**src/rtl/adc_axis_streamer.sv**
```systemverilog
// ADC sample capture into a DEPTH-entry FIFO, presented as a 24-bit AXI-Stream master with overflow counting.
// Define ADC_AXIS_STREAMER_TLAST_EN to add m_axis_tlast frame marking every FRAME_LEN samples per tag run.
module adc_axis_streamer #(
  parameter int DATA_W    = 24,
  parameter int USER_W    = 2,
  parameter int DEPTH     = 8,
  parameter int CNT_W     = 16,
  parameter int FRAME_LEN = 256
) (
  input  logic                   clk,
  input  logic                   rstn,
  input  logic [DATA_W-1:0]      adc_data,
  input  logic                   adc_strobe,
  input  logic [USER_W-1:0]      mode_sel,
  output logic [DATA_W-1:0]      m_axis_tdata,
  output logic                   m_axis_tvalid,
  input  logic                   m_axis_tready,
  output logic [USER_W-1:0]      m_axis_tuser,
`ifdef ADC_AXIS_STREAMER_TLAST_EN
  output logic                   m_axis_tlast,
`endif
  output logic [$clog2(DEPTH):0] fifo_level,
  output logic [CNT_W-1:0]       overflow_cnt
);

  localparam int PTR_W = $clog2(DEPTH);
  localparam int LVL_W = PTR_W + 1;

  if (DEPTH < 2 || DEPTH > 256 || (DEPTH & (DEPTH - 1)) != 0 || FRAME_LEN < 1) begin : g_param_check
    $error("adc_axis_streamer: DEPTH must be a power of 2 in 2..256 and FRAME_LEN must be >= 1");
  end

  typedef struct packed {
    logic [DATA_W-1:0] data;
    logic [USER_W-1:0] user;
  } entry_t;

  entry_t           mem_q [DEPTH];
  entry_t           head;
  logic [PTR_W-1:0] wr_ptr_q, wr_ptr_d;
  logic [PTR_W-1:0] rd_ptr_q, rd_ptr_d;
  logic [LVL_W-1:0] level_q, level_d;
  logic [CNT_W-1:0] ovf_q, ovf_d;
  logic             empty, full, push, pop, drop;

  // NOTE: every signal written here gets a default first, so no path can leave it unassigned and infer a latch.
  always_comb begin
    empty    = (level_q == '0);
    full     = (level_q == LVL_W'(DEPTH));
    // A strobe into a full FIFO is dropped even if a pop frees a slot on the same edge.
    push     = adc_strobe && !full;
    drop     = adc_strobe && full;
    pop      = !empty && m_axis_tready;
    wr_ptr_d = wr_ptr_q;
    rd_ptr_d = rd_ptr_q;
    level_d  = level_q;
    ovf_d    = ovf_q;
    if (push) wr_ptr_d = wr_ptr_q + 1'b1;
    if (pop)  rd_ptr_d = rd_ptr_q + 1'b1;
    case ({push, pop})
      2'b10:   level_d = level_q + 1'b1;
      2'b01:   level_d = level_q - 1'b1;
      default: level_d = level_q;
    endcase
    if (drop && (ovf_q != '1)) ovf_d = ovf_q + 1'b1;
  end

  // NOTE: state registers use non-blocking assignments so every flop samples the pre-edge values of the others.
  always_ff @(posedge clk) begin
    if (!rstn) begin
      wr_ptr_q <= '0;
      rd_ptr_q <= '0;
      level_q  <= '0;
      ovf_q    <= '0;
    end else begin
      wr_ptr_q <= wr_ptr_d;
      rd_ptr_q <= rd_ptr_d;
      level_q  <= level_d;
      ovf_q    <= ovf_d;
    end
  end

  // NOTE: the storage array is deliberately not reset; an entry is only read after the level shows it was written.
  always_ff @(posedge clk) begin
    if (push) mem_q[wr_ptr_q] <= entry_t'{data: adc_data, user: mode_sel};
  end

  // Outputs come only from stored state; zeroed while empty so reset presents all-zero outputs.
  always_comb begin
    head          = mem_q[rd_ptr_q];
    m_axis_tvalid = !empty;
    m_axis_tdata  = empty ? '0 : head.data;
    m_axis_tuser  = empty ? '0 : head.user;
    fifo_level    = level_q;
    overflow_cnt  = ovf_q;
  end

`ifdef ADC_AXIS_STREAMER_TLAST_EN
  localparam int FR_W = (FRAME_LEN > 1) ? $clog2(FRAME_LEN) : 1;

  logic [FR_W-1:0]   frame_idx_q, frame_idx_d, head_idx;
  logic [USER_W-1:0] last_user_q, last_user_d;

  // A head whose tag differs from the last popped sample starts a new frame at index 0.
  always_comb begin
    head_idx     = (head.user != last_user_q) ? '0 : frame_idx_q;
    m_axis_tlast = !empty && (head_idx == FR_W'(FRAME_LEN - 1));
    frame_idx_d  = frame_idx_q;
    last_user_d  = last_user_q;
    if (pop) begin
      frame_idx_d = m_axis_tlast ? '0 : head_idx + 1'b1;
      last_user_d = head.user;
    end
  end

  always_ff @(posedge clk) begin
    if (!rstn) begin
      frame_idx_q <= '0;
      last_user_q <= '0;
    end else begin
      frame_idx_q <= frame_idx_d;
      last_user_q <= last_user_d;
    end
  end
`endif

endmodule

```
**config.mk**
```make
export PLATFORM = sky130hd
export DESIGN_NAME = adc_axis_streamer
export DESIGN_NICKNAME = d
export VERILOG_FILES = /design/src/rtl/adc_axis_streamer.sv
export SDC_FILE = /design/constraint.sdc
export NUM_CORES = 1
export LEC_CHECK = 0
export ABC_AREA = 1
export ABC_CLOCK_PERIOD_IN_PS = 5400
export BUFFER_PORTS_ARGS = -buffer_cell sky130_fd_sc_hd__buf_2
export CORE_ASPECT_RATIO = 1.2
export CORE_MARGIN = 5
export CORE_UTILIZATION = 30
export CTS_BUF_LIST = sky130_fd_sc_hd__clkbuf_2
export CTS_CLUSTER_DIAMETER = 100
export DETAILED_ROUTE_END_ITERATION = 16
export GPL_ROUTABILITY_DRIVEN = 0
export SLEW_MARGIN = 20
export SYNTH_ARGS = -nofsm -noshare
export SYNTH_HDL_FRONTEND = slang
export SYNTH_SLANG_ARGS = --single-unit
```
**constraint.sdc**
```tcl
create_clock -name clk -period 5.4 [get_ports clk]
set_clock_uncertainty 0.05 [all_clocks]
set_input_delay 1.08 -clock clk [delete_from_list [all_inputs] [get_ports clk]]
set_output_delay 1.08 -clock clk [all_outputs]
set_load 0.1 [all_outputs]
```
==> impl_metrics.py, run 1 <==
metrics = {
    "placement": {
        "placed_cell_area_um2": 10500,
        "place.detailed.instances": 1301,
        "dp_hpwl_mm": 12.0,
        "preCtsSetupSlack_ns": 1.96,
        "io_buffer_count": 76,
    },
    "yosys": {
        "synth.distinct_cells": 32,
        "netlist_instances": 858,
        "synth-seq-cells": 237,
        "yosys_warnings": 0,
        "seq_area_frac_synth": 0.698,
        "netlist.top_cell.by_area": "edfxtp_1",
        "yosysTopAreaCellShare": 0.639,
        "synth_nets": 894,
        "syn_area_um2": 9780,
        "syn_area_per_cell_um2": 11.4,
        "yosys-top-cells-area": "edfxtp_1 64%, nor2_1 8.3%, dfxtp_1 5.9%, o21ai_0 4.6%, nand2_1 3.6%",
    },
    "setup_path": {
        "timing.rr.start": "fifo_level[0]",
        "slowest_cell_on_crit_path": "inv_2",
        "worstPathRequired_ns": 4.27,
        "setup.worst_path.end_class": "output pin",
        "crit_path_max_incr_delay_ns": 0.58,
        "crit_path_start_kind": "register",
        "worst_path_dominant_cell_family": "buffers and inverters",
        "timing.critical_path.cells": "inv_2 > buf_12 > o21ai_0 > o22ai_1 > nor2_1 > nor2_1 > buf_2",
        "rrSetupSlack_ns": 2.38,
        "timing.critical_path.buf_inv": 3,
        "crit_fanout": 60,
        "cell_with_the_most_instances_on_the_worst_path": "nor2_1",
        "worst_r2r_path_depth": 13,
        "cp_class": "register to output pin",
        "regToRegEndpoint": "fifo_level[2]",
        "arrival_ns": 3.16,
    },
    "sta": {
        "whs_ns": 0.443,
        "fmax_ghz": 0.233,
        "setup-tns-final_ns": 0,
        "finalHoldViolCount": 0,
        "finalSetupViolations": 0,
        "pins_over_their_slew_limit": 0,
        "rsz0062_at_grt": "no",
        "final_worst_path_period_need_ns": 4.29,
        "worst_slew_margin_rel": 0.290,
        "worst_slack_ns": 1.11,
        "layout_worst_path_cycle_share": 0.795,
        "worst_pin_slew_ns": 1.06,
    },
    "die": {
        "floorplan.initialDensity": 0.303,
        "boundaryPins": 77,
        "rows": 72,
        "design.core.area_um2": 32300,
        "fp.dieArea_um2": 36300,
        "height_of_the_chip_um": 208,
        "die_width_um": 175,
    },
    "clock_network": {
        "clock_insertion_delay_worst_skew_ns": 0.83,
        "cts_root_buffer": "clkbuf_2",
        "holdBufCountCts": 0,
        "clockBufferDepth": 3,
        "cts_made_buffers": 59,
        "htreeDepth": 2,
        "cts_setup_buffers": 0,
        "tritoncts_num_sinks": 237,
        "tritoncts": "done",
        "cts-resized-gates": 0,
        "worst_setup_hold_path_clk_slew_ns": 0.10,
    },
    "pwr": {
        "max-vdd-ir-drop_v": 0.000279,
        "p_sw_mw": 3.02,
        "share_clk_of_total_power": 0.189,
        "power.density_cell_area_nw_per_um2": 542,
        "totalPowerFinal_mw": 6.01,
        "fraction_of_power_spent_switching_nets": 0.502,
        "power.sequential.fraction": 0.360,
        "total_leakage_power_nw": 3.97,
        "intPower_mw": 2.99,
        "power.combinational.fraction": 0.450,
    },
    "global_route": {
        "first_global_vias": 6556,
        "total_gr_overflow": 0,
        "grtUsageTotal": 0.118,
        "grt_pass1_wl_mm": 34.6,
        "maximum_number_of_pins_on_one_net_before_global_route_repair": 105,
        "antenna_violations_before_repair": 5,
    },
    "status": {
        "outcome": "finished clean",
    },
    "detailed_routing": {
        "drt_wl_total_mm": 21.9,
        "antenna_violating_nets_post_route": 0,
        "routed_via_density": 4.64,
        "drc": 0,
        "wire_per_inst_um": 15.5,
        "detailroute.via_count": 6562,
        "first_pass_iters": 5,
        "initialDrtViolationCount": 289,
    },
    "worst_hold_path": {
        "worstHoldEndpoint": "wr_ptr_q[0]",
        "worstHoldStart": "wr_ptr_q[0]",
        "min_delay_path_depth": 2,
        "hold_path.class": "register to register",
    },
    "finish": {
        "post_route_cells_drive_above_1_share": 0.203,
        "layout.cells.most_common": "nor2_1",
        "fin_nets": 991,
        "area_delta_synth_final_pct": 13.4,
        "finalNonFillerCells": 1414,
        "finish.utilization": 0.344,
        "top_library_cells_by_usage_in_the_layout_fill_and_taps_aside": "209 x nor2_1, 208 x edfxtp_1, 93 x nand2_1",
        "post-route-cell-area_um2": 11100,
    },
    "job": {
        "cap_viol_max_count": 0,
    },
}
worst max-delay path by stage:
| stage | start | cells past startpoint | endpoint |
|---|---|---|---|
| 2_1_floorplan | fifo_level[2] | 5 | m_axis_tdata[15] |
| 6_report | register | 7 | m_axis_tdata[2] |
| 5_1_grt | register | 7 | m_axis_tdata[2] |
| 3_5_place_dp | register | 7 | m_axis_tdata[2] |
| 4_1_cts | register | 7 | m_axis_tdata[2] |
| 3_3_place_gp | register | 8 | m_axis_tdata[5] |
synthesized netlist by cell type (all sizes together):
cell type / instances
nand3: 17
o21ai: 114
a21oi: 21
xnor2: 4
and3: 1
xor2: 4
o22ai: 26
nor3b: 1
nand4: 6
inv: 29
nor2: 224
ha: 6
o211ai: 26
clkbuf: 22
edfxtp: 208
nor3: 1
nand2: 97
dlygate4sd1: 1
dfxtp: 29
buf: 21
state kept, by name (all words and copies together) (netlist names), named ones only:
name	flops
mem_q	208
overflow_cnt	16
fifo_level	4
rd_ptr_q	3
wr_ptr_q	3
worst reg2reg max path, delay by kind of cell (launching register included):
| family | cells | cell delay (ns) |
|---|---|---|
| XOR/XNOR | 1 | 0.13 |
| adder cells (fa/ha/maj) | 2 | 0.43 |
| AO/OA/AOI/OAI | 2 | 0.19 |
| flip-flops | 1 | 0.39 |
| AND/OR/NAND/NOR | 5 | 1.46 |
| buffers and inverters | 3 | 0.29 |
final cells by class:
cell class	instances	area, um2
clock buffer	82	410
inverter	29	109
timing repair buffer	80	423
fill	3279	21200
tap	407	509
sequential	237	6830
multi-input combinational	548	2680
clock inverter	28	120
antenna	3	7.51
power groups by stage:
stage	registers, mW	logic, mW	clock network (mW)
after floorplan	2.31	2.12	0
after global placement	2.20	2.72	0
after CTS	2.17	2.74	1.18
after detailed placement	2.21	2.74	0
after global routing	2.18	2.91	1.28
final	2.17	2.70	1.14
layer usage:
layer / GRT usage / share of wire / vias to the layer above
li1: - / - / 3254
met1: 0.144 / 0.43 / 3119
met2: 0.198 / 0.49 / 153
met3: 0.0362 / 0.065 / 32
met4: 0.0417 / 0.016 / 4
met5: 0 / 0.0012 / -
cell families after synthesis:
group                    after synthesis  synth area share
AO/OA/AOI/OAI                        187             0.110
adder cells (fa/ha/maj)                6           0.00768
flip-flops                           237             0.698
XOR/XNOR                               8           0.00716
buffers and inverters                 73            0.0345
AND/OR/NAND/NOR                      347             0.143
Power figures use the tool's default switching activity.
==> run 2, diff against run 1 <==
--- a/config.mk
+++ b/config.mk
@@ -6,7 +6,7 @@
 export NUM_CORES = 1
 export LEC_CHECK = 0
 export ABC_AREA = 1
-export ABC_CLOCK_PERIOD_IN_PS = 5400
+export ABC_CLOCK_PERIOD_IN_PS = 4100
 export BUFFER_PORTS_ARGS = -buffer_cell sky130_fd_sc_hd__buf_2
 export CORE_ASPECT_RATIO = 1.2
 export CORE_MARGIN = 5
==> constraint.sdc (replaced) <==
create_clock -name clk -period 4.1 [get_ports clk]
set_clock_uncertainty 0.05 [all_clocks]
set_input_delay 0.82 -clock clk [delete_from_list [all_inputs] [get_ports clk]]
set_output_delay 0.82 -clock clk [all_outputs]
set_load 0.1 [all_outputs]
==> impl_metrics.py, run 2 (synthesis results as in run 1) <==
metrics = {
    "status": {
        "outcome": "finished clean",
    },
    "detailed_routing": {
        "drc": 0,
        "antenna_violating_nets_post_route": 0,
        "drt_wl_total_mm": 22.5,
        "wire_per_inst_um": 15.8,
        "detailroute.via_count": 6659,
        "initialDrtViolationCount": 367,
        "first_pass_iters": 7,
        "routed_via_density": 4.67,
    },
    "setup_path": {
        "worstPathRequired_ns": 3.23,
        "arrival_ns": 2.87,
        "cp_class": "register to output pin",
        "crit_path_end": "m_axis_tdata[3]",
        "regToRegEndpoint": "fifo_level[2]",
        "crit_path_start_kind": "register",
        "rrSetupSlack_ns": 1.59,
        "worst_r2r_path_depth": 14,
        "crit_fanout": 17,
        "setup.worst_path.end_class": "output pin",
        "timing.rr.start": "fifo_level[0]",
    },
    "placement": {
        "io_buffer_count": 76,
        "dp_hpwl_mm": 12.8,
    },
    "die": {
        "floorplan.initialDensity": 0.303,
        "die_width_um": 175,
        "rows": 72,
        "height_of_the_chip_um": 208,
        "boundaryPins": 77,
        "design.core.area_um2": 32300,
        "fp.dieArea_um2": 36300,
    },
    "clock_network": {
        "clockBufferDepth": 3,
        "htreeDepth": 2,
        "tritoncts_num_sinks": 237,
        "holdBufCountCts": 0,
        "cts_root_buffer": "clkbuf_2",
        "clock_insertion_delay_worst_skew_ns": 0.84,
        "tritoncts": "done",
        "worst_setup_hold_path_clk_slew_ns": 0.11,
        "cts_made_buffers": 60,
        "cts_setup_buffers": 0,
        "cts-resized-gates": 0,
    },
    "pwr": {
        "max-vdd-ir-drop_v": 0.000394,
        "total_leakage_power_nw": 4.08,
        "power.density_cell_area_nw_per_um2": 724,
        "totalPowerFinal_mw": 8.15,
    },
    "sta": {
        "final_worst_path_period_need_ns": 3.74,
        "pins_over_their_slew_limit": 0,
        "setup-tns-final_ns": 0,
        "worst_pin_slew_ns": 0.731,
        "rsz0062_at_grt": "no",
        "fmax_ghz": 0.267,
        "finalHoldViolCount": 0,
        "worst_slew_margin_rel": 0.512,
        "finalSetupViolations": 0,
        "layout_worst_path_cycle_share": 0.913,
    },
    "finish": {
        "fin_nets": 1005,
        "top_library_cells_by_usage_in_the_layout_fill_and_taps_aside": "208 x edfxtp_1, 200 x nor2_1, 93 x nand2_1",
        "layout.cells.most_common": "edfxtp_1",
        "area.sequential_um2": 6830,
        "multiInputGateArea_um2": 2660,
        "largest_reg_flops": 208,
        "post_route_cells_drive_above_1_share": 0.228,
        "area_delta_synth_final_pct": 15.1,
        "registers.top_by_ff_count": "mem_q",
        "filler_cells": 3217,
    },
    "global_route": {
        "first_global_vias": 6827,
        "total_gr_overflow": 0,
        "maximum_number_of_pins_on_one_net_before_global_route_repair": 105,
        "antenna_violations_before_repair": 5,
        "grt_pass1_wl_mm": 35.5,
        "grtUsageTotal": 0.122,
    },
    "worst_hold_path": {
        "min_delay_path_depth": 1,
        "hold_path.class": "input pin to register",
    },
    "job": {
        "cap_viol_max_count": 0,
    },
}
[run 2: changes by cell type in the layout (fill, tap and decap cells not counted), moves of 2 or more]
cell	previous run	this run
nor2_1	209	200
buf_2	76	74
clkbuf_2	82	88
clkinv_4	2	0
buf_4	3	14
nor2_4	10	2
clkinv_2	4	2
buf_12	1	5
inv_6	0	2
clkinv_1	22	17
nor2_2	5	22
[run 2: area by class of cell]
cell class,instances,share of cell area
Sequential cell,237,0.607
Multi-Input combinational cell,548,0.236
Timing Repair Buffer,93,0.0511
Tap cell,407,0.0452
Clock buffer,88,0.0391
Clock inverter,23,0.0114
Inverter,29,0.00967
Antenna cell,2,0.000445
[run 2: how the worst min path moves through the flow]
stage                            start            to  slack, ns
after floorplan            rd_ptr_q[0]      register       0.40
after global placement     rd_ptr_q[0]   rd_ptr_q[0]       0.42
after detailed placement   wr_ptr_q[0]   wr_ptr_q[0]       0.43
after CTS                  mode_sel[1]   mem_q[7][1]       0.07
after global routing      adc_data[19]  mem_q[4][21]       0.08
final                     adc_data[19]  mem_q[4][21]       0.20
[run 2: metrics by stage]
stage / utilization / hold slack [ns] / setup WS (ns) / instances / area, um2
floorplan: - / 0.398 / 0.178 / 858 / 9800
global placement: 0.331 / 0.417 / 1.22 / 1314 / 10700
detailed placement: 0.331 / 0.426 / 1.20 / 1314 / 10700
CTS: 0.349 / 0.0728 / 0.203 / 1425 / 11300
global route: 0.349 / 0.0771 / 0.111 / 1426 / 11300
finish: 0.349 / 0.199 / 0.355 / 1427 / 11300
[run 2: worst max-delay path, stage by stage, from the launching register on]
cell and delay, ns:
dfxtp_2 0.43, inv_1 0.33, buf_4 0.29, o21ai_0 0.12, o22ai_1 0.14, nor2_1 0.06
nor2_1 0.18, buf_2 0.46
[run 2: routing by layer]
metal / vias to the layer above / global-route usage / part of all wire
met3: 32 / 0.0375 / 0.066
met4: 4 / 0.0352 / 0.013
li1: 3279 / - / -
met5: - / 0 / 0.00089
met2: 150 / 0.220 / 0.51
met1: 3194 / 0.138 / 0.41
[run 2: report_power, final]
group | internal (mW) | switching (mW)
logic | 0.692 | 3.00
clock network | 0.652 | 0.938
registers | 2.78 | 0.0846
total | 4.13 | 4.02
==> run 3, diff against run 2 <==
--- a/config.mk
+++ b/config.mk
@@ -14,7 +14,6 @@
 export CTS_BUF_LIST = sky130_fd_sc_hd__clkbuf_2
 export CTS_CLUSTER_DIAMETER = 100
 export DETAILED_ROUTE_END_ITERATION = 16
-export GPL_ROUTABILITY_DRIVEN = 0
 export SLEW_MARGIN = 20
 export SYNTH_ARGS = -nofsm -noshare
 export SYNTH_HDL_FRONTEND = slang
==> constraint.sdc (replaced) <==
create_clock -name clk -period 4.1 [get_ports clk]
set_clock_uncertainty 0.05 [all_clocks]
set_input_delay 1.025 -clock clk [delete_from_list [all_inputs] [get_ports clk]]
set_output_delay 1.025 -clock clk [all_outputs]
set_load 0.1 [all_outputs]
==> impl_metrics.py, run 3 (synthesis results as in run 1) <==
metrics = {
    "setup_path": {
        "slowest_cell_on_crit_path": "clkbuf_8",
        "cp_class": "register to output pin",
        "timing.critical_path.cells": "clkbuf_8 > o21ai_0 > o211ai_1 > nand2_1 > nor2_1 > buf_12",
        "setup.worst_path.end_class": "output pin",
        "worstPathRequired_ns": 3.02,
        "worst_path_dominant_cell_family": "buffers and inverters",
        "crit_fanout": 104,
        "arrival_ns": 2.69,
        "timing.critical_path.buf_inv": 2,
        "crit_path_start_kind": "register",
        "crit_path_max_incr_delay_ns": 0.54,
    },
    "pwr": {
        "share_clk_of_total_power": 0.164,
        "total_leakage_power_nw": 4.15,
        "intPower_mw": 4.65,
        "max-vdd-ir-drop_v": 0.000504,
        "power.combinational.fraction": 0.510,
        "power.sequential.fraction": 0.326,
        "fraction_of_power_spent_switching_nets": 0.468,
        "p_sw_mw": 4.09,
        "power.density_cell_area_nw_per_um2": 755,
    },
    "clock_network": {
        "cts_setup_buffers": 0,
        "cts_root_buffer": "clkbuf_2",
        "clockBufferDepth": 3,
        "htreeDepth": 2,
        "worst_setup_hold_path_clk_slew_ns": 0.10,
        "cts_made_buffers": 57,
        "clock_insertion_delay_worst_skew_ns": 0.79,
        "tritoncts": "done",
        "tritoncts_num_sinks": 237,
    },
    "die": {
        "die_width_um": 175,
        "boundaryPins": 77,
        "rows": 72,
        "design.core.area_um2": 32300,
        "height_of_the_chip_um": 208,
        "floorplan.initialDensity": 0.303,
        "fp.dieArea_um2": 36300,
    },
    "detailed_routing": {
        "antenna_violating_nets_post_route": 0,
        "first_pass_iters": 4,
        "drc": 0,
        "drt_wl_total_mm": 22.0,
        "initialDrtViolationCount": 376,
        "routed_via_density": 4.68,
        "detailroute.via_count": 6648,
        "wire_per_inst_um": 15.5,
    },
    "global_route": {
        "grt_pass1_wl_mm": 35.3,
        "grtUsageTotal": 0.121,
        "total_gr_overflow": 0,
        "first_global_vias": 6773,
        "antenna_violations_before_repair": 4,
        "maximum_number_of_pins_on_one_net_before_global_route_repair": 105,
    },
    "sta": {
        "fmax_ghz": 0.266,
        "worst_pin_slew_ns": 0.818,
        "finalSetupViolations": 0,
        "setup-tns-final_ns": 0,
        "final_worst_path_period_need_ns": 3.76,
        "whs_ns": 0.430,
        "rsz0062_at_grt": "no",
        "worst_slew_margin_rel": 0.455,
        "layout_worst_path_cycle_share": 0.918,
        "finalHoldViolCount": 0,
        "pins_over_their_slew_limit": 0,
    },
    "finish": {
        "fin_nets": 1001,
        "post_route_cells_drive_above_1_share": 0.234,
        "layout.cells.most_common": "edfxtp_1",
        "registers.top_by_ff_count": "mem_q",
        "filler_cells": 3195,
        "area_delta_synth_final_pct": 18.4,
        "largest_reg_flops": 208,
        "top_library_cells_by_usage_in_the_layout_fill_and_taps_aside": "208 x edfxtp_1, 190 x nor2_1, 93 x nand2_1",
        "finalNonFillerCells": 1419,
        "post-route-cell-area_um2": 11600,
    },
    "job": {
        "cap_viol_max_count": 0,
    },
    "placement": {
        "placed_cell_area_um2": 11100,
        "dp_hpwl_mm": 12.5,
        "place.detailed.instances": 1313,
        "io_buffer_count": 76,
        "place.gp.congestion": 0.745,
    },
    "status": {
        "outcome": "finished clean",
    },
    "worst_hold_path": {
        "hold_path.class": "input pin to register",
    },
}
## run 3: cell count changes in the layout (fill, tap and decap cells not counted), sizes merged
| cell | previous run | this run |
|---|---|---|
| buf | 93 | 91 |
| inv | 31 | 29 |
| clkbuf | 88 | 86 |
| bufinv | 1 | 0 |
| clkinvlp | 1 | 0 |
## run 3: layer usage
layer	global-route usage	wire, um
met1	0.143	9380
met2	0.210	11000
met3	0.0330	1190
met4	0.0425	449
met5	0	27
## run 3: layout make-up
class                           instances  area (um2)  share of cell area
Sequential cell                       237        6830               0.590
Tap cell                              407         509              0.0440
Clock buffer                           85         425              0.0367
Multi-Input combinational cell        548        2680               0.232
Clock inverter                         19        75.1             0.00649
Inverter                               29         110             0.00951
Antenna cell                            2        5.00            0.000432
Timing Repair Buffer                   92         938              0.0811
## run 3: final timing paths
check,end,cells past startpoint,slack [ns],from
min reg2reg,register,1,0.44,rd_ptr_q[0]
min,mem_q[6][4],1,0.43,adc_data[2]
max reg2reg,fifo_level[2],14,1.54,fifo_level[3]
max,m_axis_tdata[2],6,0.34,register
## run 3: timing repair
action / in CTS / in global routing
hold buffers: 0 / 0
setup endpoints to repair: 9 / 3
gates resized for setup: 1 / 3
hold endpoints to repair: 0 / 0
## run 3: power groups by stage
stage	registers, mW	logic (mW)	clock network [mW]
final	2.85	4.46	1.43
after global routing	2.87	4.72	1.65
after CTS	2.85	4.52	1.51
after detailed placement	2.91	4.52	0
after global placement	2.90	4.50	0
after floorplan	3.04	2.87	0
## run 3: stage by stage
| stage | utilization | setup slack, ns | power, mW |
|---|---|---|---|
| final | 0.359 | 0.337 | 8.74 |
| after global routing | 0.359 | 0.00922 | 9.23 |
| after CTS | 0.359 | 0.0858 | 8.88 |
| after detailed placement | 0.343 | 0.866 | 7.42 |
| after global placement | 0.343 | 0.859 | 7.40 |
| after floorplan | - | 0.0890 | 5.91 |
## run 3: worst reg2reg max path, stage by stage, from the launching register on
cell	delay, ns
dfxtp_1	0.44
inv_1	0.10
nand3_2	0.08
buf_4	0.39
nand2_1	0.16
inv_1	0.20
ha_1	0.25
nand2_1	0.08
inv_1	0.07
nor2_1	0.05
ha_1	0.17
a21oi_1	0.15
xnor2_1	0.09
o21ai_0	0.14
inv_1	0.05
